## src/rtl/div_unit_pkg.sv

```systemverilog
// Shared types and constants for the iterative 32-bit integer divider.
package div_unit_pkg;

    localparam int unsigned DIV_WIDTH  = 32;
    localparam int unsigned DIV_CYCLES = 32;
    localparam int unsigned CNT_WIDTH  = 6;

    typedef enum logic [1:0] {
        IDLE = 2'd0,
        BUSY = 2'd1,
        DONE = 2'd2
    } div_state_t;

endpackage

```

## src/rtl/div_unit.sv

```systemverilog
// Multi-cycle restoring divider (DIV/DIVU) for the E stage; stalls the front
// of the pipe while busy and presents {remainder, quotient} for one cycle.
module div_unit
    import div_unit_pkg::*;
(
    input  logic                   clk,
    input  logic                   rst,
    input  logic                   signed_div,
    input  logic [DIV_WIDTH-1:0]   a,
    input  logic [DIV_WIDTH-1:0]   b,
    input  logic                   start,
    input  logic                   annul,
    output logic [2*DIV_WIDTH-1:0] result,
    output logic                   ready,
    output logic                   divstall
);

    div_state_t state, state_next;

    logic [DIV_WIDTH:0]   rem;
    logic [DIV_WIDTH-1:0] quo;
    logic [DIV_WIDTH-1:0] divisor;
    logic [CNT_WIDTH-1:0] count;
    logic                 sign_q;
    logic                 sign_r;

    logic [DIV_WIDTH-1:0] a_mag;
    logic [DIV_WIDTH-1:0] b_mag;
    logic [DIV_WIDTH+1:0] shifted;
    logic [DIV_WIDTH+1:0] diff;
    logic [DIV_WIDTH:0]   rem_step;
    logic [DIV_WIDTH-1:0] quo_step;
    logic [DIV_WIDTH-1:0] quo_fix;
    logic [DIV_WIDTH-1:0] rem_fix;
    logic                 last_step;
    logic                 accept;
    logic                 b_zero;

    assign a_mag  = (signed_div && a[DIV_WIDTH-1]) ? -a : a;
    assign b_mag  = (signed_div && b[DIV_WIDTH-1]) ? -b : b;
    assign b_zero = (b == '0);
    assign accept = (state == IDLE) && start && !annul;

    // The dividend register doubles as the quotient shift register: its MSB
    // feeds the remainder while the new quotient bit enters at the LSB.
    assign shifted  = {rem, quo[DIV_WIDTH-1]};
    assign diff     = shifted - {2'b00, divisor};
    assign rem_step = diff[DIV_WIDTH+1] ? shifted[DIV_WIDTH:0] : diff[DIV_WIDTH:0];
    assign quo_step = {quo[DIV_WIDTH-2:0], ~diff[DIV_WIDTH+1]};

    assign quo_fix   = sign_q ? -quo_step : quo_step;
    assign rem_fix   = sign_r ? -rem_step[DIV_WIDTH-1:0] : rem_step[DIV_WIDTH-1:0];
    assign last_step = (count == CNT_WIDTH'(DIV_CYCLES - 1));

    always_comb begin
        state_next = state;
        ready      = 1'b0;
        divstall   = 1'b0;
        case (state)
            IDLE: begin
                if (accept) begin
                    state_next = b_zero ? DONE : BUSY;
                    divstall   = 1'b1;
                end
            end
            BUSY: begin
                divstall = !annul;
                if (last_step) state_next = DONE;
            end
            DONE: begin
                ready      = !annul;
                state_next = IDLE;
            end
            default: state_next = IDLE;
        endcase
        if (annul) state_next = IDLE;
    end

    always_ff @(posedge clk) begin
        if (rst) begin
            state   <= IDLE;
            rem     <= '0;
            quo     <= '0;
            divisor <= '0;
            count   <= '0;
            sign_q  <= 1'b0;
            sign_r  <= 1'b0;
            result  <= '0;
        end else begin
            state <= state_next;
            case (state)
                IDLE: begin
                    if (accept) begin
                        if (b_zero) begin
                            result <= {a, {DIV_WIDTH{1'b1}}};
                        end else begin
                            quo     <= a_mag;
                            divisor <= b_mag;
                            sign_q  <= signed_div & (a[DIV_WIDTH-1] ^ b[DIV_WIDTH-1]);
                            sign_r  <= signed_div & a[DIV_WIDTH-1];
                            rem     <= '0;
                            count   <= '0;
                        end
                    end
                end
                BUSY: begin
                    if (!annul) begin
                        rem   <= rem_step;
                        quo   <= quo_step;
                        count <= count + 1'b1;
                        if (last_step) result <= {rem_fix, quo_fix};
                    end
                end
                default: ;
            endcase
        end
    end

endmodule

```

## config.mk

```make
export PLATFORM = sky130hd
export DESIGN_NAME = div_unit
export DESIGN_NICKNAME = d
export VERILOG_FILES = /design/src/rtl/div_unit_pkg.sv /design/src/rtl/div_unit.sv
export SDC_FILE = /design/constraint.sdc
export NUM_CORES = 1
export LEC_CHECK = 0
export BUFFER_PORTS_ARGS = -buffer_cell sky130_fd_sc_hd__clkbuf_2
export CAP_MARGIN = 20
export CORE_MARGIN = 2
export CORE_UTILIZATION = 29
export CTS_CLUSTER_SIZE = 8
export DETAILED_ROUTE_END_ITERATION = 7
export HOLD_SLACK_MARGIN = 0.15
export PLACE_DENSITY_LB_ADDON = 0.05
export SYNTH_ARGS = -nofsm -noshare
export SYNTH_HDL_FRONTEND = slang
export SYNTH_SLANG_ARGS = --single-unit
export TNS_END_PERCENT = 100
```

## constraint.sdc

```tcl
create_clock -name clk -period 7.6 [get_ports clk]
set_clock_uncertainty 0.15 [all_clocks]
set_input_delay 0 -clock clk [delete_from_list [all_inputs] [get_ports clk]]
set_output_delay 0 -clock clk [all_outputs]
set_load 0.03 [all_outputs]
```

Word level (Yosys, flattened, before mapping) --
Index checks and enable logic that the tools add are counted.
Word-level totals: bits of input ports 69, flip-flop bits (word level) 171, word-level logic and storage cells 69
Cells by class: reduce and logical (&&, ||, !) cells 13, equality and inequality tests 8, bitwise operators 5, multiplexer cells 29, add/sub/neg operators 6
Operators by type and width (count):
- $mux W64 | 4
- $mux W32 | 7
- $mux W33 | 4
- $neg A32 Y32 | 4
- $pmux W64 S2 | 1
- $pmux W33 S2 | 1
- $pmux W32 S2 | 1
- $sub A34 B32 Y34 | 1
- $logic_not A32 Y1 | 1
- $mux W6 | 3
- $pmux W6 S2 | 1
- $ne A2 B2 Y1 const B | 5
- $add A6 B1 Y6 const B | 1
- $eq A6 B5 Y1 const B | 1
- $mux W2 | 3
- $reduce_and A5 Y1 | 1
- $logic_and A1 B1 Y1 | 4
- $pmux W2 S2 | 1
- $reduce_and A4 Y1 | 1
- $reduce_and A3 Y1 | 1
- $and A1 B1 Y1 | 2
- $eq A2 B1 Y1 const B | 1
- $eq A2 B2 Y1 const B | 1
- $logic_not A2 Y1 | 1
- other kinds (8) | 10

Logic depth before layout (Yosys ltp) --
depth in word-level cells 7, mapped depth 26, gate-level depth less buffers 21

Least setup slack after synthesis --
Ideal clock, no wire load.
path type register to register, from register rem[3], to register result[60], stages on the path, launching flop included 24, path slack 2476 ps, arrival time 4842 ps, clock period less this slack 5124 ps, path buffers 3, required time 7318 ps, cell sequence dfxtp_1 -> ha_1 -> and2_4 -> a221oi_4 -> a21oi_1 -> a221o_1 -> a21boi_4 -> nor2_8 -> inv_2 -> buf_6 -> clkbuf_1 -> buf_1 -> nor2_1 -> a21oi_1 -> ha_1 -> nand2_1 -> a21oi_1 -> o211ai_1 -> nor3_1 -> o22ai_1 -> or4_1 -> nor3_1 -> mux2i_1 -> a21oi_1
Between the ends: longest elaborated chain between the ends 7
Ends and longest elaborated chain:
- from (decl) | line div_unit.sv:20 | logic [DIV_WIDTH:0] rem;
- from (signal assigned) | line div_unit.sv:108 | rem <= rem_step;
- $sub A34 B32 Y34 | line div_unit.sv:47 | assign diff = shifted - {2'b00, divisor};
- $mux W33 * | line div_unit.sv:48 | assign rem_step = diff[DIV_WIDTH+1] ? shifted[DIV_WIDTH:0] : diff[DIV_WIDTH:0];
- $neg A32 Y32 | line div_unit.sv:52 | assign rem_fix = sign_r ? -rem_step[DIV_WIDTH-1:0] : rem_step[DIV_WIDTH-1:0];
- $mux W32 * | line div_unit.sv:52
- $mux W64 * | line div_unit.sv:111 | if (last_step) result <= {rem_fix, quo_fix};
- $mux W64 * | line div_unit.sv:107 | if (!annul) begin
- $pmux W64 S2 * | line div_unit.sv:91 | case (state)
- to (signal assigned) | line div_unit.sv:95 | result <= {a, {DIV_WIDTH{1'b1}}};
- to (signal assigned) | line div_unit.sv:111
- to (decl) | line div_unit.sv:13 | output logic [2*DIV_WIDTH-1:0] result,
Every way passes the cells marked *; elsewhere a longest branch is shown, timed or not. The select of a mux whose other input is x is not followed. A chain may end at the register's enable or synchronous reset.

Worst setup path in the final report --
from register rem[3], to register result[58]
Same word-level chain as after synthesis.

==> results.yml <==
route:
  vias_per_cell: 5.36
  vias: 12641
  detail-route-antenna-nets: 0
  wl_per_cell_um: 20.1
  wl_mm: 47.5
  first_iter_violations: 903
  firstDrtPassIters: 5
  drc: 0
critical_path:
  critPathLaunchType: "register"
  end_kind: "register"
  cp_max_fo: 46
  critical_path_class: "register to register"
  timing.critical_path.arrival_ns: 6.81
  r2r_slack_ns: 0.99
  cp.required_ns: 7.79
sta:
  tns_ns: 0
  period_needed_ns: 6.61
  period_share_pct: 87.0
  tightest_slew_ns: 1.11
  max_slew_margin_pct: 26.0
  hold_viol: 0
  slew_viol_final: 0
  fmax_ghz: 0.151
  rsz0062_at_grt: "false"
  setup_slack_ns: 0.985
  setup_viol: 0
synthesis:
  yosysWarnings: 0
  muxShareOfSynthArea_pct: 3.06
  yosysSeqAreaShare_pct: 28.3
  postSynth.asyncResetShare_pct: 0
  syn-num-nets: 1718
  ys.flop_type: "dfxtp_1"
  synth_compound_area_share_pct: 27.2
  synth_edf_count: 0
  postSynthCellCount: 1611
  ys_seq_elements: 171
  synthSimpleGateAreaFrac_pct: 23.1
  synth_xor_area_share_pct: 9.06
  synth_top_family_by_area: "compound AO/OA/AOI/OAI gates"
  synth_area_um2: 12100
  yosys.area_share.adder_pct: 4.00
  syn_area_per_cell_um2: 7.50
  synth_cell_type_count: 78
clocking:
  cts_buffers: 17
  cts.path.max_buffers: 2
  htreeDepth: 4
  root_buffer: "clkbuf_16"
  clkSlewWorstSetupHoldPaths_ns: 0.07
  cts_setup_buffers: 0
  clk_latency_ns: 0.45
  clock-sinks: 171
  tritoncts: "yes"
floorplanning:
  fp.dieH_um: 208
  ios: 135
  coreArea_um2: 41000
  fp.dieW_um: 208
  dieArea_um2: 43300
  row_count: 74
  start_util_pct: 29.5
grt:
  grt.overflow.total: 0
  grt_usage_pct: 21.7
  first_global_vias: 12154
  grt_pass1_wl_mm: 72.9
  grt_max_degree: 90
  antenna_found_initial: 1
pwr:
  p_per_area_nw_per_um2: 160
  p_switching_mw: 0.773
  pwr-share-comb_pct: 23.3
  vdd_drop_max_mv: 0.107
  power_frac_seq_pct: 39.4
  p_clk_share_pct: 37.3
  p_int_mw: 1.64
  power.total_mw: 2.41
  total_leakage_power_nw: 5.97
  p_sw_share_pct: 32.0
worst_hold_path:
  hold_class: "input port to register"
placed_design:
  io_buffers: 134
  gp_congestion: 0.880
  place_inst: 2182
  dpl.hpwl_mm: 35.3
  post-place-ws_ns: 1.52
flow_run:
  maxCapViolCount: 0
cells_and_area:
  final_common_cell: "nor2_1"
  layout.cells.non_filler: 2357
  final_util_pct: 36.9
  final_cell_mix: "216 x nor2_1, 171 x dfxtp_1, 159 x nand2_1"
  drive_gt1_share_pct: 11.2
  fin_nets: 1920
  area_delta_synth_final_pct: 25.1
status:
  status: "complete, no violations"
## cells by family (layout without fill, tap and decap cells)
logic type / Yosys count / in the layout
simple gates: 597 / 597
compound gates: 487 / 487
flops: 171 / 171
buf+inv: 157 / 370
xor+xnor: 125 / 125
fa+ha+maj: 38 / 38
mux: 36 / 36
other cells: 0 / 1
## worst paths after layout
check,from,endpoint,cells past startpoint
hold / removal,annul,state[0]$_SDFFE_PP0P_,3
setup reg to reg,rem[3]$_SDFFE_PP0P_,result[58]$_SDFFE_PP0P_,19
setup / recovery,rem[3]$_SDFFE_PP0P_,result[58]$_SDFFE_PP0P_,19
hold reg to reg,divisor[18]$_SDFFE_PP0P_,divisor[18]$_SDFFE_PP0P_,2
## metrics by stage
step | hold slack (ns) | cell area [um^2]
2_1_floorplan | -0.0707 | 12100
3_3_place_gp | 0.126 | 13100
3_5_place_dp | 0.130 | 13100
4_1_cts | 0.168 | 15100
5_1_grt | 0.238 | 15100
6_report | 0.208 | 15100
## Yosys cell counts (all sizes together) (16+ instances only)
library cell / instances / area, um^2
a22oi: 22 / 165
xor2: 63 / 552
o211ai: 34 / 255
nand2: 159 / 597
xnor2: 62 / 543
nor2: 219 / 846
o31ai: 26 / 195
a21oi: 122 / 611
a211oi: 89 / 678
inv: 52 / 195
buf: 28 / 149
clkbuf: 77 / 289
nor3: 42 / 210
or3: 27 / 169
mux2i: 28 / 280
nand3: 31 / 155
o41ai: 17 / 149
o21ai: 75 / 375
ha: 37 / 463
nor4: 16 / 106
dfxtp: 171 / 3420
and2: 21 / 134
## flip-flops by register name, summed over array words and instances, names as in the netlist
register / cells
sign_q: 1
rem: 33
divisor: 32
sign_r: 1
state: 2
result: 64
count: 6
quo: 32
## metal layers
layer | vias to the layer above | global-route usage (%) | wire length [um]
met5 | - | 0 | 0
met4 | 0 | 5.73 | 643
met3 | 31 | 3.02 | 1960
met2 | 307 | 34.4 | 21300
met1 | 6044 | 30.7 | 23500
li1 | 6259 | - | -
## worst max-delay path, cell delays in order (launching register included)
cell           delay [ns]
dfxtp_1              0.44
ha_1                 0.35
and2_4               0.22
a221oi_4             0.32
a21oi_1              0.18
a221o_1              0.42
a21o_1               0.43
nor2_8               0.77
inv_2                0.18
a21oi_1              0.25
ha_1                 0.22
nor3b_1              0.40
nand2_1              0.12
a21oi_1              0.18
o22ai_1              0.25
or4_1                0.52
o21a_1               0.23
mux2i_1              0.15
a31oi_1              0.09
dlygate4sd3_1        0.58
## power by group through the flow
| stage | registers, mW | clock network, mW | logic, mW |
|---|---|---|---|
| 2_1_floorplan | 0.974 | 0 | 0.329 |
| 3_3_place_gp | 0.973 | 0 | 0.502 |
| 3_5_place_dp | 0.973 | 0 | 0.501 |
| 4_1_cts | 0.952 | 0.932 | 0.561 |
| 5_1_grt | 0.957 | 0.959 | 0.616 |
| 6_report | 0.952 | 0.900 | 0.562 |
## area by class of cell
class,instances,area [um^2]
fillers,4399,25900
multi-input cells,1283,8070
flip-flops and latches,171,3420
repair buffers,288,2190
well taps,532,666
clock buffers,21,460
inverters,52,195
clock inverters,9,113
diodes,1,2.50
## timing repair
action,in CTS,in global routing
hold buffers,144,0
resized for setup,0,0
endpoints found under the hold margin,132,0
No activity file was read; power rests on OpenSTA's default activity.
